File: config.mk
export PLATFORM = sky130hd
export DESIGN_NAME = hazard_control_unit
export DESIGN_NICKNAME = d
export VERILOG_FILES = /design/src/rtl/hazard_control_unit.sv
export SDC_FILE = /design/constraint.sdc
export NUM_CORES = 1
export LEC_CHECK = 0
export BUFFER_PORTS_ARGS = -buffer_cell sky130_fd_sc_hd__buf_2
export CAP_MARGIN = 20
export CORE_AREA = 2 2 64 51
export CTS_CLUSTER_DIAMETER = 60
export DETAILED_ROUTE_END_ITERATION = 7
export DIE_AREA = 0 0 66 53
export PLACE_DENSITY = 0.81
export SYNTH_ARGS = -nofsm -noshare
export SYNTH_HDL_FRONTEND = slang
export SYNTH_SLANG_ARGS = --single-unit
export TNS_END_PERCENT = 10
File: constraint.sdc
create_clock -name clk -period 1.92 [get_ports clk]
set_clock_uncertainty 0.2 [all_clocks]
set_input_delay 0.384 -clock clk [delete_from_list [all_inputs] [get_ports clk]]
set_output_delay 0.384 -clock clk [all_outputs]
set_load 0.01 [all_outputs]
File: src/rtl/hazard_control_unit.sv
// hazard_control_unit
//   Pipeline hazard controller for a five-stage MIPS-style core.
//   It selects the forwarding paths for the decode comparator and the execute ALU.
//   It generates stalls and flushes for four hazard sources:
//     - a load-use dependency
//     - a branch operand dependency
//     - the multi-cycle mult/div unit
//     - syscall drain sequencing
//
// Ports
//   clk, rst                      clock, synchronous active-high reset
//   rs_d, rt_d                    decode-stage source registers
//   rs_e, rt_e                    execute-stage source registers
//   write_reg_{e,m,w}             destination registers per stage
//   reg_write_{e,m,w}             destination write enables per stage
//   mem_to_reg_{e,m}              load indicators in E and M
//   branch_d, pc_src_d            branch in decode / branch taken
//   md_start_e, md_op_d           mult/div issued in E / mult/div-class op in D
//   syscall_e                     syscall in execute
//   stall_f, stall_d              hold PC and F/D register
//   flush_d, flush_e              clear F/D register / D/E register
//   forward_a_d, forward_b_d      decode comparator takes the M-stage result
//   forward_a_e, forward_b_e      ALU operand select (00 RF, 01 W, 10 M)
//   md_busy                       mult/div unit busy
//   syscall_go                    one-cycle syscall execute pulse
//
// Syscall FSM
//   state    | meaning
//   SC_IDLE  | no syscall in flight
//   SC_DRAIN | older instructions drain out of M/W (two cycles)
//   SC_FIRE  | syscall_go asserted for one cycle
module hazard_control_unit #(
  parameter int MD_LATENCY = 32  // legal range 2..63
) (
  input  logic       clk,
  input  logic       rst,
  input  logic [4:0] rs_d,
  input  logic [4:0] rt_d,
  input  logic [4:0] rs_e,
  input  logic [4:0] rt_e,
  input  logic [4:0] write_reg_e,
  input  logic [4:0] write_reg_m,
  input  logic [4:0] write_reg_w,
  input  logic       reg_write_e,
  input  logic       reg_write_m,
  input  logic       reg_write_w,
  input  logic       mem_to_reg_e,
  input  logic       mem_to_reg_m,
  input  logic       branch_d,
  input  logic       pc_src_d,
  input  logic       md_start_e,
  input  logic       md_op_d,
  input  logic       syscall_e,
  output logic       stall_f,
  output logic       stall_d,
  output logic       flush_d,
  output logic       flush_e,
  output logic       forward_a_d,
  output logic       forward_b_d,
  output logic [1:0] forward_a_e,
  output logic [1:0] forward_b_e,
  output logic       md_busy,
  output logic       syscall_go
);

  typedef enum logic [1:0] {SC_IDLE, SC_DRAIN, SC_FIRE} sc_state_t;

  sc_state_t  sc_state, sc_state_next;
  logic [1:0] drain_cnt, drain_cnt_next;
  logic [5:0] md_cnt, md_cnt_next;

  logic lw_stall, br_stall, md_stall, sc_stall, any_stall;

  function automatic logic [1:0] alu_fwd(input logic [4:0] src);
    if (src != 5'd0 && src == write_reg_m && reg_write_m)
      return 2'b10;
    else if (src != 5'd0 && src == write_reg_w && reg_write_w)
      return 2'b01;
    else
      return 2'b00;
  endfunction

  function automatic logic dep(input logic [4:0] dst);
    return (dst != 5'd0) && (dst == rs_d || dst == rt_d);
  endfunction

  // Forwarding is purely combinational, including while in reset.
  always_comb begin
    forward_a_e = alu_fwd(rs_e);
    forward_b_e = alu_fwd(rt_e);
    forward_a_d = (rs_d != 5'd0) && (rs_d == write_reg_m) && reg_write_m;
    forward_b_d = (rt_d != 5'd0) && (rt_d == write_reg_m) && reg_write_m;
  end

  assign md_busy = (md_cnt != 6'd0);

  always_comb begin
    lw_stall  = mem_to_reg_e && dep(write_reg_e);
    br_stall  = branch_d && ((reg_write_e && dep(write_reg_e)) ||
                             (mem_to_reg_m && dep(write_reg_m)));
    md_stall  = md_op_d && md_busy;
    sc_stall  = (sc_state != SC_IDLE) || syscall_e;
    any_stall = lw_stall || br_stall || md_stall || sc_stall;
  end

  // Reset forces a bubble into E and suppresses the other pipeline controls.
  always_comb begin
    stall_f    = any_stall && !rst;
    stall_d    = any_stall && !rst;
    flush_e    = any_stall || rst;
    flush_d    = pc_src_d && !any_stall && !rst;
    syscall_go = (sc_state == SC_FIRE) && !rst;
  end

  // A start while busy is ignored; the counter only reloads from zero.
  always_comb begin
    md_cnt_next = md_cnt;
    if (md_cnt != 6'd0)
      md_cnt_next = md_cnt - 6'd1;
    else if (md_start_e)
      md_cnt_next = 6'(MD_LATENCY);
  end

  always_comb begin
    sc_state_next  = sc_state;
    drain_cnt_next = drain_cnt;
    unique case (sc_state)
      SC_IDLE: begin
        if (syscall_e) begin
          sc_state_next  = SC_DRAIN;
          drain_cnt_next = 2'd2;
        end
      end
      SC_DRAIN: begin
        // Leave DRAIN on the cycle the counter steps down to zero.
        if (drain_cnt <= 2'd1) begin
          drain_cnt_next = 2'd0;
          sc_state_next  = SC_FIRE;
        end else begin
          drain_cnt_next = drain_cnt - 2'd1;
        end
      end
      SC_FIRE: sc_state_next = SC_IDLE;
      default: sc_state_next = SC_IDLE;
    endcase
  end

  always_ff @(posedge clk) begin
    if (rst) begin
      sc_state  <= SC_IDLE;
      drain_cnt <= 2'd0;
      md_cnt    <= 6'd0;
    end else begin
      sc_state  <= sc_state_next;
      drain_cnt <= drain_cnt_next;
      md_cnt    <= md_cnt_next;
    end
  end

endmodule

==> implementation parameters <==
Parameter                              Value

STA
  Max-slew violation count ... 0
  Final hold violation count ... 0
  Finish-stage setup viols ... 10
  Shortest period the worst path allows ... 2.26 ns
  Worst slack on hold paths ... 0.259 ns
  Maximum achievable frequency ... around 440 MHz
  Final period utilization ... 1.18
  RSZ-0062 raised after global routing ... true
  Rel. slew slack ... 0.662
  Worst Slack Setup Final ... -0.342 ns
  Slew at the pin closest to its max-slew limit ... 0.502 ns

Synth
  Most used flip-flop cell after synthesis ... dfxtp_1
  Cell type with the largest total area after synthesis ... xnor2_1
  Largest family of logic cells by synthesized area ... XOR/XNOR gates
  Post-synthesis sequential element count ... 10
  Synth Instances ... 140
  Number of warning messages in the yosys log ... 0
  Synth async-reset ratio ... 0
  Area share of the largest cell type after synthesis ... 0.206
  Basic-gate share of the synthesized area counting and, or, nand and nor cells ... 0.294
  Number of flops mapped to enable cells by yosys ... 0
  Post-synthesis cell type count ... 37
  Post-Syn Nets ... 188
  Mux contribution to synthesized area ... 0.00906
  Synthesized-area fraction occupied by adder cells ... 0.0113
  Cell area after synthesis ... 1100 sq um
  Top cells by area in the synthesized netlist ... xnor2_1 (21%), dfxtp_1 (18%), xor2_1 (13%)
  Xor-xnor portion of the synthesized cell area ... 0.333
  Post-synthesis sequential area ratio ... 0.181
  Average cell area after synthesis ... 7.89 sq um
  Synth Area in Compound Gates ... 0.118

Worst setup path
  Startpoint type of the worst setup path ... input pin
  Slowest cell on crit path ... a21o_1
  Type of destination of the critical path ... output port
  Delay of the slowest critical-path stage ... 0.24 ns
  Critical Path Most Common Cell ... buf_6
  Data required, critical path ... 1.34 ns
  Worst-path cell chain ... buf_6, buf_6, xor2_1, nor3_1, nand3_1, a21o_1, a31oi_4, buf_6
  Largest fanout on the critical path ... 3
  WS Path Type ... in2out
  Arrival time reported for the critical path endpoint ... 1.68 ns

Clock tree
  Latest clock arrival within the worst-skew pair ... 0.24 ns
  Clk sinks ... 10
  Hold-fix buffer count after cts ... 0
  Number of buffers on the longest clock path ... 2
  CTS tree ... built
  Clock-pin slew on the worst setup and hold paths ... roughly 0.05 ns
  H-tree level count ... 1
  Clock buffers created by TritonCTS ... 3
  Buffer cell driving the clock tree root ... clkbuf_8

Drt
  Antenna Violating Nets Remaining ... 0
  Number of vias per cell ... 5.10
  DRC violations left ... 0
  Total vias in the final route ... about 1.4k
  Wire length per cell after detailed routing ... 14.5 um
  Violation count after the first detailed-route iteration ... 69
  Final wirelength ... 3.96 mm
  Length of the first detailed-routing pass in iterations ... 4

Cells and area
  Area growth syn-to-layout ... 69.6%
  Post-layout utilization of the core ... 0.658
  Final-stage net count ... 284
  Final Instance Area ... 1870 sq um
  Count of antenna diodes in the layout ... 0
  Share of final-layout standard cells stronger than drive strength 1 ... 0.511

Place
  Port-buffer cells ... between 50 and 60
  Cell area after placement ... 1710 sq um
  Post-DP HPWL ... 3.06 mm
  Gpl congestion ... 0.931

Global route
  Gr usage total ... 0.238
  Vias in the first global route ... 1412
  Pin count of the biggest net entering global routing ... 15
  Grt total ovfl ... 0
  Initial antenna violation count ... 0
  First-pass GRT wire length ... about 6.3 mm

Pwr
  Maximum ir drop on the vdd rail ... 547 uV
  Net Switching ... around 580 uW
  Reg power frac ... 0.203
  Cell leakage power ... 0.816 nW
  Total power divided by cell area ... approximately 820 nW/um^2
  Internal Dissipation ... 960 uW
  Combinational group share of total power ... 0.616
  Clock network fraction of total power ... 0.180
  Switching power share of the total ... 0.376

Floorplanning
  Number of top-level design ports ... 59
  Vertical die dimension ... 53 um
  Effective utilization at floorplan ... 0.388
  Std-Cell Rows ... 17
  Die Wd ... 66 um
  Placeable core region ... 2850 sq um
  Floorplan die area ... 3500 sq um

Run status
  Failing checks ... negative setup slack
  Run status ... finished with violations

Job
  Maximum capacitance violations ... 0

Min path
  Type of the most critical hold path ... in2reg
## cell usage in the layout, fill, tap and decap left out, types with 3 or more instances in the layout
| cell | instances |
|---|---|
| a21oi_1 | 8 |
| buf_2 | 54 |
| buf_4 | 39 |
| buf_6 | 5 |
| clkbuf_8 | 4 |
| dfxtp_1 | 9 |
| nand2_1 | 6 |
| nand3_1 | 5 |
| nand4_1 | 4 |
| nor2_1 | 9 |
| nor3_1 | 9 |
| nor4_2 | 3 |
| o21ai_0 | 3 |
| or4_1 | 3 |
| xnor2_1 | 26 |
| xor2_1 | 16 |
## logic make-up (layout without fill, tap and decap cells)
| logic type | Yosys count | in the layout |
|---|---|---|
| compound gates | 20 | 20 |
| xor+xnor | 42 | 42 |
| fa+ha+maj | 1 | 1 |
| buf+inv | 10 | 105 |
| flops | 10 | 10 |
| mux | 1 | 1 |
| simple gates | 56 | 56 |
## power by group through the flow
stage / Sequential [mW] / Clock, mW / Combinational, mW
floorplan: 0.319 / 0 / 0.430
global placement: 0.308 / 0 / 0.773
detailed placement: 0.310 / 0 / 0.797
CTS: 0.306 / 0.277 / 0.838
global route: 0.320 / 0.291 / 1.03
finish: 0.313 / 0.278 / 0.948
## metal layers
layer  track usage  wire [um]  up-vias
met3        0.0596        201        8
met1         0.283       1670      648
met5             0          0        -
li1              -          -      688
met4        0.0646         52        0
met2         0.429       2040       48
## cell type report
type,count,area (sq um)
Fill cell,244,976
Multi-Input combinational cell,120,940
Timing Repair Buffer,98,619
Sequential cell,10,201
Clock buffer,4,55.1
Tap cell,38,47.5
Inverter,3,11.3
## what timing repair did
| item | in CTS | in global routing |
|---|---|---|
| buffers inserted | 1 | 2 |
| resized for setup | 10 | 9 |
| endpoints found under the hold margin | 0 | 0 |
| endpoints found under the setup margin | 10 | 10 |
| pin swaps | 2 | 4 |
## metrics by stage
stage	setup slack [ns]	instances	total power [mW]	TNS, ns
global placement	-0.313	266	1.08	-2.29
CTS	-0.336	271	1.42	-2.10
finish	-0.342	273	1.54	-2.27
floorplan	-0.225	140	0.749	-0.965
global route	-0.442	273	1.64	-3.12
detailed placement	-0.342	266	1.11	-2.55
## critical path, delay by kind of cell
family / cells / cell delay [ns]
AO/OA/AOI/OAI: 2 / 0.47
XOR/XNOR: 1 / 0.16
buffers and inverters: 3 / 0.34
AND/OR/NAND/NOR: 2 / 0.33
## final timing paths
path / slack [ns] / end / start / cells after the start
worst max-delay path: -0.34 / stall_f / write_reg_m[2] / 8
worst min-delay path: 0.26 / md_cnt[1]$_SDFFE_PP0P_ / md_start_e / 3
worst max register to register: 0.30 / md_cnt[1]$_SDFFE_PP0P_ / md_cnt[0]$_SDFFE_PP0P_ / 7
worst min register to register: 0.33 / sc_state[1]$_SDFFE_PP0P_ / drain_cnt[1]$_SDFFE_PP0P_ / 1
## state kept, by name, summed over array words and instances (netlist names)
register,flops
md_cnt,6
sc_state,2
drain_cnt,2
## synthesized netlist by cell type (all sizes together) (2+ instances only)
cell type,number
nand4b,2
nor4,4
nand4,4
nand2,6
buf,5
nand2b,2
nand3,6
inv,3
o21ai,5
dfxtp,10
or4,5
nor2,12
xnor2,26
a21oi,8
xor2,16
clkbuf,2
nor3,9
nor2b,2
Power figures use the tool's default switching activity.
